==> src/rtl/load_mem.sv <==
// rtl/load_mem.sv - serial record loader: parses 01/COUNT/ADDR/DATA/CHECKSUM records into a 256x8 memory
// Reports each completed record with a one-cycle done pulse and a selectable error flag.

module load_mem_ram (
   input  logic       clk,
   input  logic       we,
   input  logic [7:0] addr,
   input  logic [7:0] wdata,
   output logic [7:0] rdata
);

   logic [7:0] M [0:255];

   // No reset: stored contents must survive a record abort or a reset.
   always_ff @(posedge clk) begin
      if (we) begin
         M[addr] <= wdata;
      end
   end

   assign rdata = M[addr];

endmodule

module load_mem (
   input  logic       clk,
   input  logic       resetN,
   input  logic [7:0] in,
   input  logic [1:0] TBerrorSelect,
   output logic       done,
   output logic       error
);

   localparam logic [2:0] S_IDLE  = 3'd0;
   localparam logic [2:0] S_COUNT = 3'd1;
   localparam logic [2:0] S_ADDR  = 3'd2;
   localparam logic [2:0] S_DATA  = 3'd3;
   localparam logic [2:0] S_CHECK = 3'd4;

   logic [2:0] state;
   logic [7:0] cnt;
   logic [7:0] base;
   logic [7:0] idx;
   logic [7:0] sum;

   logic [7:0] final_sum;
   logic       csum_err;
   logic       ovf_err;
   logic       sel_err;
   logic       last_data;
   logic       mem_we;
   logic [7:0] mem_addr;
   logic [7:0] unused_rdata;

   always_comb begin
      final_sum = sum + in;
      csum_err  = (final_sum != 8'd0);
      // 9-bit compare so base+cnt exactly reaching 256 is not flagged
      ovf_err   = (({1'b0, base} + {1'b0, cnt}) > 9'd256);
      last_data = (({1'b0, idx} + 9'd1) == {1'b0, cnt});
      case (TBerrorSelect)
         2'b00:   sel_err = csum_err;
         2'b01:   sel_err = ovf_err;
         2'b10:   sel_err = 1'b1;
         default: sel_err = csum_err | ovf_err;
      endcase
   end

   assign mem_we   = (state == S_DATA);
   assign mem_addr = base + idx;

   load_mem_ram M (
      .clk   (clk),
      .we    (mem_we),
      .addr  (mem_addr),
      .wdata (in),
      .rdata (unused_rdata)
   );

   always_ff @(posedge clk or posedge resetN) begin
      if (resetN) begin
         state <= S_IDLE;
         cnt   <= 8'd0;
         base  <= 8'd0;
         idx   <= 8'd0;
         sum   <= 8'd0;
         done  <= 1'b0;
         error <= 1'b0;
      end else begin
         done  <= 1'b0;
         error <= 1'b0;
         case (state)
            S_IDLE: begin
               if (in == 8'h01) begin
                  state <= S_COUNT;
               end
            end
            S_COUNT: begin
               cnt   <= in;
               sum   <= in;
               state <= S_ADDR;
            end
            S_ADDR: begin
               base  <= in;
               sum   <= sum + in;
               idx   <= 8'd0;
               state <= (cnt != 8'd0) ? S_DATA : S_CHECK;
            end
            S_DATA: begin
               sum <= sum + in;
               idx <= idx + 8'd1;
               if (last_data) begin
                  state <= S_CHECK;
               end
            end
            S_CHECK: begin
               done  <= 1'b1;
               error <= sel_err;
               state <= S_IDLE;
            end
            default: begin
               state <= S_IDLE;
            end
         endcase
      end
   end

endmodule

==> config.mk <==
export PLATFORM = sky130hd
export DESIGN_NAME = load_mem
export DESIGN_NICKNAME = d
export VERILOG_FILES = /design/src/rtl/load_mem.sv
export SDC_FILE = /design/constraint.sdc
export NUM_CORES = 1
export LEC_CHECK = 0
export BUFFER_PORTS_ARGS = -buffer_cell sky130_fd_sc_hd__buf_2
export CELL_PAD_IN_SITES_DETAIL_PLACEMENT = 1
export CELL_PAD_IN_SITES_GLOBAL_PLACEMENT = 2
export CORE_ASPECT_RATIO = 0.5
export CORE_MARGIN = 2
export CORE_UTILIZATION = 39
export CTS_CLUSTER_SIZE = 30
export DETAILED_ROUTE_END_ITERATION = 16
export PLACE_DENSITY = 0.83
export SYNTH_ARGS = -nofsm -noshare
export SYNTH_HDL_FRONTEND = slang
export SYNTH_HIERARCHICAL = 1
export SYNTH_SLANG_ARGS = --single-unit
==> constraint.sdc <==
create_clock -name clk -period 3.14 [get_ports clk]
set_input_delay 0.628 -clock clk [delete_from_list [all_inputs] [get_ports clk]]
set_output_delay 0.628 -clock clk [all_outputs]
set_load 0.01 [all_outputs]
==> summary.md, run 1 <==
| Metric | Value |
|---|---|
| Pin count of the biggest net entering global routing | 38 |
| Row Count | 20 |
| TritonRoute pass-1 iters | 4 |
| Yosys top cell area share | around 37% |
| Synth unique cells | 52 |
| Routed Antenna Nets | 0 |
| GPL Wtd Cong | 0.900 |
| Routed WL per cell | about 18 µm |
| First-pass GRT wire length | roughly 11000 µm |
| CP Cell Sequence | ha_1 -> fa_1 -> xnor2_1 -> o21ai_0 -> or4_1 -> nor4_1 -> a31o_1 -> mux2i_1 -> o211a_1 |
| Initial core utilization | 40.9% |
| Num CTS Buffers | 5 |
| Avg Synthesized Cell Area | 9.45 µm² |
| Synthesized flop and latch total | 37 |
| Die Height | approximately 61 µm |
| YS warnings | 6 |
| Clk root buf | clkbuf_16 |
| Dpl cell area | 2650 µm² |
| Max_cap viols | 0 |
| Synth top area cells | dfrtp_1 37%, ha_1 8.0%, a21oi_1 4.4%, xnor2_1 4.2%, nor2_1 3.9% |
| Residual DRC | 0 |
| Fin crit share | 87.3% |
| # setup viols final | 0 |
| CP max stage delay | 0.47 ns |
| Sequential-to-total area share from yosys stat | 37.0% |
| Resized Gates After CTS | 0 |
| Die X | 117 µm |
| Final Net Count | 310 |
| Rel. slew slack | a little over two fifths |
| Min Tclk post-route | 2.74 ns |
| CP max stage cell | or4_1 |
| Die area | slightly above 7000 µm² |
| Reg clk slew, reported paths | roughly 0.060 ns |
| HP Class | in2async |
| Htree depth | 2 |
| Cell Pwr Density | about 1100 nW/µm² |
| Synth area leader | dfrtp_1 |
| Congestion Overflow GR | 0 |
| WP data required | 3.32 ns |
| Layout cells sized above 1 | a little over an eighth |
| Fin. Hold Viols | 0 |
| Hold_buf cts | 0 |
| Number of fill cells in the layout | ~730 |
| Critical path class | reg2reg |
| Initial drt markers | 65 |
| Post-synth EDFFs | 0 |
| Crit end category | flop |
| Setup Buffers After CTS | 0 |
| Actual slew at the worst max-slew pin | ~0.84 ns |
| # clock sinks | 37 |
| RSZ-0062 raised after global routing | no |
| Diode count | 0 |
| Commonest cells post-synth | 37 x dfrtp_1, 26 x nor2_1, 22 x a21oi_1 |
| Vias per std cell | 5.56 |
| Clock tree buffer depth | 2 |
| Total number of vias | 2052 |
| VDD IR max | 0.382 mV |
| Post-Syn Area | 2500 µm² |
| Max Clock Freq | 365 MHz |
| Syn_nets | slightly below 300 |
| Post-route cell area | around 2800 µm² |
| Post-Route Setup TNS | 0 ns |
| CTS tree | done |
| Leakage | 1.21 nW |
| Most used flip-flop cell after synthesis | dfrtp_1 |
| Ports | 14 |
| Crit path DAT | 2.92 ns |
| Initial antenna violation count | 0 |
| Worst-Skew Late Latency | 0.29 ns |
| Core ar. | 6130 µm² |
| Area delta synth->final | 11.6% |
| Asr flop ratio synth | 100% |
| Worst Path Buf+Inv | 0 |
| Crit path max-delay family | simple AND/OR/NAND/NOR gates |
| Crit Path Max Fanout | 4 |
| Vias in the first global route | approximately 2200 |
| Max-slew violations | 0 |
| Count leader, synth | dfrtp_1 |
| HPWL after DPL | 4890 µm |
| Final wirelength | 6630 µm |
| Syn Inst Count | 265 |
| Tot GR Track Use | roughly 21% |
| Skew final | 0.00329 ns |
| Startpoint Class | flop |
| Status | finished clean |
| PortBufs | 13 |
==> stage by stage <==
step / setup slack, ns / hold WS, ns / power (W) / std cells / util, %
2_1_floorplan: 0.680 / 0.466 / 0.00227 / 265 / -
3_3_place_gp: 0.472 / 0.489 / 0.00261 / 361 / 43.3
3_5_place_dp: 0.407 / 0.505 / 0.00269 / 361 / 43.3
4_1_cts: 0.379 / 0.467 / 0.00322 / 369 / 45.6
5_1_grt: 0.173 / 0.483 / 0.00351 / 369 / 45.6
6_report: 0.400 / 0.445 / 0.00319 / 369 / 45.6
==> worst min-delay path, stage by stage <==
cell	delay [ns]
buf_2	0.10
inv_1	0.04
buf_4	0.41
==> logic make-up (layout without fill, tap and decap cells) <==
| group | after synthesis | in the layout | synth area share, % |
|---|---|---|---|
| buffers and inverters | 21 | 37 | 3.90 |
| adders and majority gates | 18 | 18 | 9.59 |
| xor gates and xnor gates | 18 | 18 | 6.29 |
| muxes | 21 | 21 | 9.19 |
| and+or+nand+nor | 82 | 82 | 16.4 |
| DFF | 37 | 37 | 37.0 |
| AOI/OAI and AO/OA | 68 | 68 | 17.6 |
==> report_power, final <==
| part | switching, W | total [W] | internal [W] |
|---|---|---|---|
| logic | 0.000944 | 0.00175 | 0.000809 |
| registers | 0.000252 | 0.000936 | 0.000684 |
| clock network | 0.000208 | 0.000499 | 0.000291 |
==> per-layer routing <==
| layer | share of wire (%) | global-route usage (%) |
|---|---|---|
| met5 | 0 | 0 |
| met4 | 0.98 | 6.02 |
| met3 | 2.1 | 4.79 |
| met2 | 49 | 36.8 |
| met1 | 48 | 26.0 |
==> path summary, 6_finish.rpt <==
| kind | depth (start not counted) | endpoint | slack [ns] | start |
|---|---|---|---|---|
| max | 9 | error$_DFF_PP0_ | 0.40 | cnt[0]$_DFFE_PP0P_ |
| min | 3 | sum[1]$_DFFE_PP0P_ | 0.44 | resetN |
| max reg2reg | 9 | error$_DFF_PP0_ | 0.40 | cnt[0]$_DFFE_PP0P_ |
| min reg2reg | 2 | idx[1]$_DFFE_PP0N_ | 0.52 | idx[1]$_DFFE_PP0N_ |
| max in group asynchronous | 3 | idx[3]$_DFFE_PP0N_ | 2.35 | resetN |
| min in group clk | 2 | idx[1]$_DFFE_PP0N_ | 0.52 | idx[1]$_DFFE_PP0N_ |
==> flip-flops by register name, indices dropped and copies added, names as in the netlist <==
register	cells
cnt	8
state	3
idx	8
done	1
error	1
sum	8
base	8
==> cell type report <==
class	instances	area, µm²	area share, %
Clock buffer	5	125	4.47
Clock inverter	3	17.5	0.626
Multi-Input combinational cell	207	1480	53.0
Inverter	13	48.8	1.74
Sequential cell	37	926	33.1
Tap cell	88	110	3.94
Timing Repair Buffer	16	87.6	3.13
==> cell usage in the layout (no fill, tap or decap), drive strengths merged, types with 7 or more instances in the layout <==
| cell | instances |
|---|---|
| nand2 | 17 |
| mux2 | 16 |
| ha | 16 |
| buf | 16 |
| nor3 | 9 |
| xnor2 | 12 |
| a22oi | 7 |
| o21ai | 14 |
| dfrtp | 37 |
| a21oi | 22 |
| nor2 | 26 |
| inv | 13 |
Power figures use the tool's default switching activity.
==> inputs of run 2 (changes only) <==
--- a/config.mk
+++ b/config.mk
@@ -9,7 +9,7 @@
 export CELL_PAD_IN_SITES_DETAIL_PLACEMENT = 1
 export CELL_PAD_IN_SITES_GLOBAL_PLACEMENT = 2
 export CORE_ASPECT_RATIO = 0.5
-export CORE_MARGIN = 2
+export CORE_MARGIN = 1
 export CORE_UTILIZATION = 39
 export CTS_CLUSTER_SIZE = 30
 export DETAILED_ROUTE_END_ITERATION = 16
==> run 2 against run 1 <==
Setup slack better by 0.065 ns. First-iteration DRC count up 46%. Clock-buffer cell count up 2. Wire length down 0.35%. Via count up 0.19%. Highest routed layer unchanged. Register-to-register slack better by 0.06 ns. Maximum frequency up 2.4%.
==> summary.md, run 2 (synthesized netlist as in run 1, its figures left out) <==
| Metric | Value |
|---|---|
| Crit path max-delay family | simple AND/OR/NAND/NOR gates |
| Skew final | 0.00326 ns (-0.0000236 ns) |
| Max Clock Freq | 374 MHz (+2.4%) |
| Initial core utilization | 40.9% (unchanged) |
| Die X | 115 µm (-1.7%) |
| CP Cell Sequence | ha_1 -> fa_1 -> xnor2_1 -> o21ai_0 -> or4_1 -> nor4_1 -> a31o_1 -> mux2i_1 -> o211a_1 |
| Total number of vias | 2056 (+0.19%) |
| Worst r2r src | cnt[0]$_DFFE_PP0P_ |
| Residual DRC | 0 (unchanged) |
| Rel. slew slack | 48.4% (+4.7 points) |
| Crit end category | flop |
| CP max stage delay | 0.47 ns (about the same) |
| Min Tclk post-route | 2.68 ns (-0.0649 ns) |
| Leakage | 1.21 nW (about the same) |
| Tot GR Track Use | 22.4% (+1.8 points) |
| Final wirelength | 6610 µm (-0.35%) |
| Setup WS pre-CTS | 0.364 ns (-0.0423 ns) |
| HPWL after DPL | 4810 µm (-1.8%) |
| Final Net Count | 310 (unchanged) |
| Ports | 14 (unchanged) |
| Dpl cell area | 2650 µm² (unchanged) |
| Cell Pwr Density | 1140 nW/µm² (+0.24%) |
| Congestion Overflow GR | 0 (unchanged) |
| Setup Buffers After CTS | 0 (unchanged) |
| Num CTS Buffers | 5 (unchanged) |
| Area delta synth->final | 11.6% (unchanged) |
| Initial antenna violation count | 0 (unchanged) |
| Htree depth | 2 (unchanged) |
| Routed WL per cell | 17.9 µm (about the same) |
| Post-Route Setup TNS | 0 ns (unchanged) |
| Resized Gates After CTS | 0 (unchanged) |
| Placed cells | 361 (unchanged) |
| Max-slew violations | 0 (unchanged) |
| Clock tree buffer depth | 2 (unchanged) |
| Crit Path Max Fanout | 4 (unchanged) |
| RSZ-0062 raised after global routing | no |
| # setup viols final | 0 (unchanged) |
| Diode count | 0 (unchanged) |
| Clk root buf | clkbuf_16 |
| Most common cell after layout, fill and taps aside | dfrtp_1 |
| Routed Antenna Nets | 0 (unchanged) |
| Most frequent cells in the layout | 37 x dfrtp_1, 26 x nor2_1, 22 x a21oi_1, 17 x nand2_1, 16 x ha_1 |
| Worst Path Buf+Inv | 0 (unchanged) |
| WP data required | 3.31 ns (about the same) |
| GPL Wtd Cong | 0.823 (-8.5%) |
| Startpoint Class | flop |
| Actual slew at the worst max-slew pin | 0.770 ns (-0.0695 ns) |
| HP Class | in2async |
| PortBufs | 13 (unchanged) |
| CP max stage cell | or4_1 |
| Critical path class | reg2reg |
| Vias in the first global route | 2096 (-6.4%) |
| # clock sinks | 37 (unchanged) |
| Final Non-Filler Cells | 368 (-0.27%) |
| Worst reg2reg setup slack | 0.46 ns (+0.06 ns) |
| R2R depth | 9 (unchanged) |
| Hold_buf cts | 0 (unchanged) |
| Reg clk slew, reported paths | 0.06 ns (about the same) |
| Worst R2R End | error$_DFF_PP0_ |
| Initial drt markers | 95 (+46%) |
| Fin worst setup slack | 0.465 ns (+0.0649 ns) |
| CTS tree | done |
| Pin count of the biggest net entering global routing | 38 (unchanged) |
| Core ar. | 6130 µm² (unchanged) |
| Worst-Skew Late Latency | 0.28 ns (about the same) |
| Post-route cell area | 2800 µm² (unchanged) |
| Status | finished clean |
| Vias per std cell | 5.59 (+0.47%) |
| Crit path DAT | 2.84 ns (-0.08 ns) |
| VDD IR max | 0.372 mV (-2.7%) |
| Die area | 6770 µm² (-4.9%) |
| Fin. Hold Viols | 0 (unchanged) |
| Max_cap viols | 0 (unchanged) |
| Row Count | 20 (unchanged) |
| TritonRoute pass-1 iters | 4 (unchanged) |
| Layout cells sized above 1 | 12.9% (-0.67 points) |
| First-pass GRT wire length | 11100 µm (-0.38%) |
| Die Height | 58.7 µm (-3.3%) |
| Fin crit share | 85.2% (-2.1 points) |
[run 2: cell types whose count changed in the layout (fill, tap and decap cells not counted)]
cell / change
clkbuf_1: +1
clkbuf_8: +1
clkinv_2: -2
clkinvlp_4: -1
[run 2: worst max path at each step]
| stage | from | endpoint | slack, ns | depth (start not counted) |
|---|---|---|---|---|
| floorplan | cnt[0]$_DFFE_PP0P_ | error$_DFF_PP0_ | 0.68 | 9 |
| global placement | in[0] | error$_DFF_PP0_ | 0.47 | 11 |
| detailed placement | in[0] | error$_DFF_PP0_ | 0.36 | 11 |
| CTS | cnt[0]$_DFFE_PP0P_ | error$_DFF_PP0_ | 0.48 | 9 |
| global route | cnt[0]$_DFFE_PP0P_ | error$_DFF_PP0_ | 0.26 | 9 |
| finish | cnt[0]$_DFFE_PP0P_ | error$_DFF_PP0_ | 0.46 | 9 |
[run 2: stage by stage]
| step | total power, W | util (%) | hold WS, ns |
|---|---|---|---|
| 2_1_floorplan | 0.00227 | - | 0.466 |
| 3_3_place_gp | 0.00262 | 43.3 | 0.494 |
| 3_5_place_dp | 0.00269 | 43.3 | 0.503 |
| 4_1_cts | 0.00322 | 45.6 | 0.481 |
| 5_1_grt | 0.00348 | 45.6 | 0.524 |
| 6_report | 0.00320 | 45.6 | 0.463 |
[run 2: where the power goes]
group	leakage (nW)	switching, W	internal (W)	total [W]
clock network	0.0700	0.000193	0.000312	0.000505
registers	0.448	0.000258	0.000684	0.000942
logic	0.690	0.000940	0.000808	0.00175
total	1.21	0.00139	0.00180	0.00320
[run 2: metal layers]
metal | up-vias | routed length, µm | GRT usage (%)
met3 | 9 | 124 | 4.63
met1 | 1036 | 3300 | 29.8
met5 | - | 0 | 0
li1 | 997 | - | -
met2 | 14 | 3110 | 37.8
met4 | 0 | 72 | 5.75
[run 2: cell type report]
class	count	area, µm²
repair buffers	16	87.6
inverters	13	48.8
well taps	88	110
clock buffers	7	143
multi-input cells	207	1480
flip-flops and latches	37	926
fillers	729	3330
[run 2: tightest hold or removal path, stage by stage]
cell	delay [ns]
buf_2	0.09
inv_1	0.04
buf_4	0.43
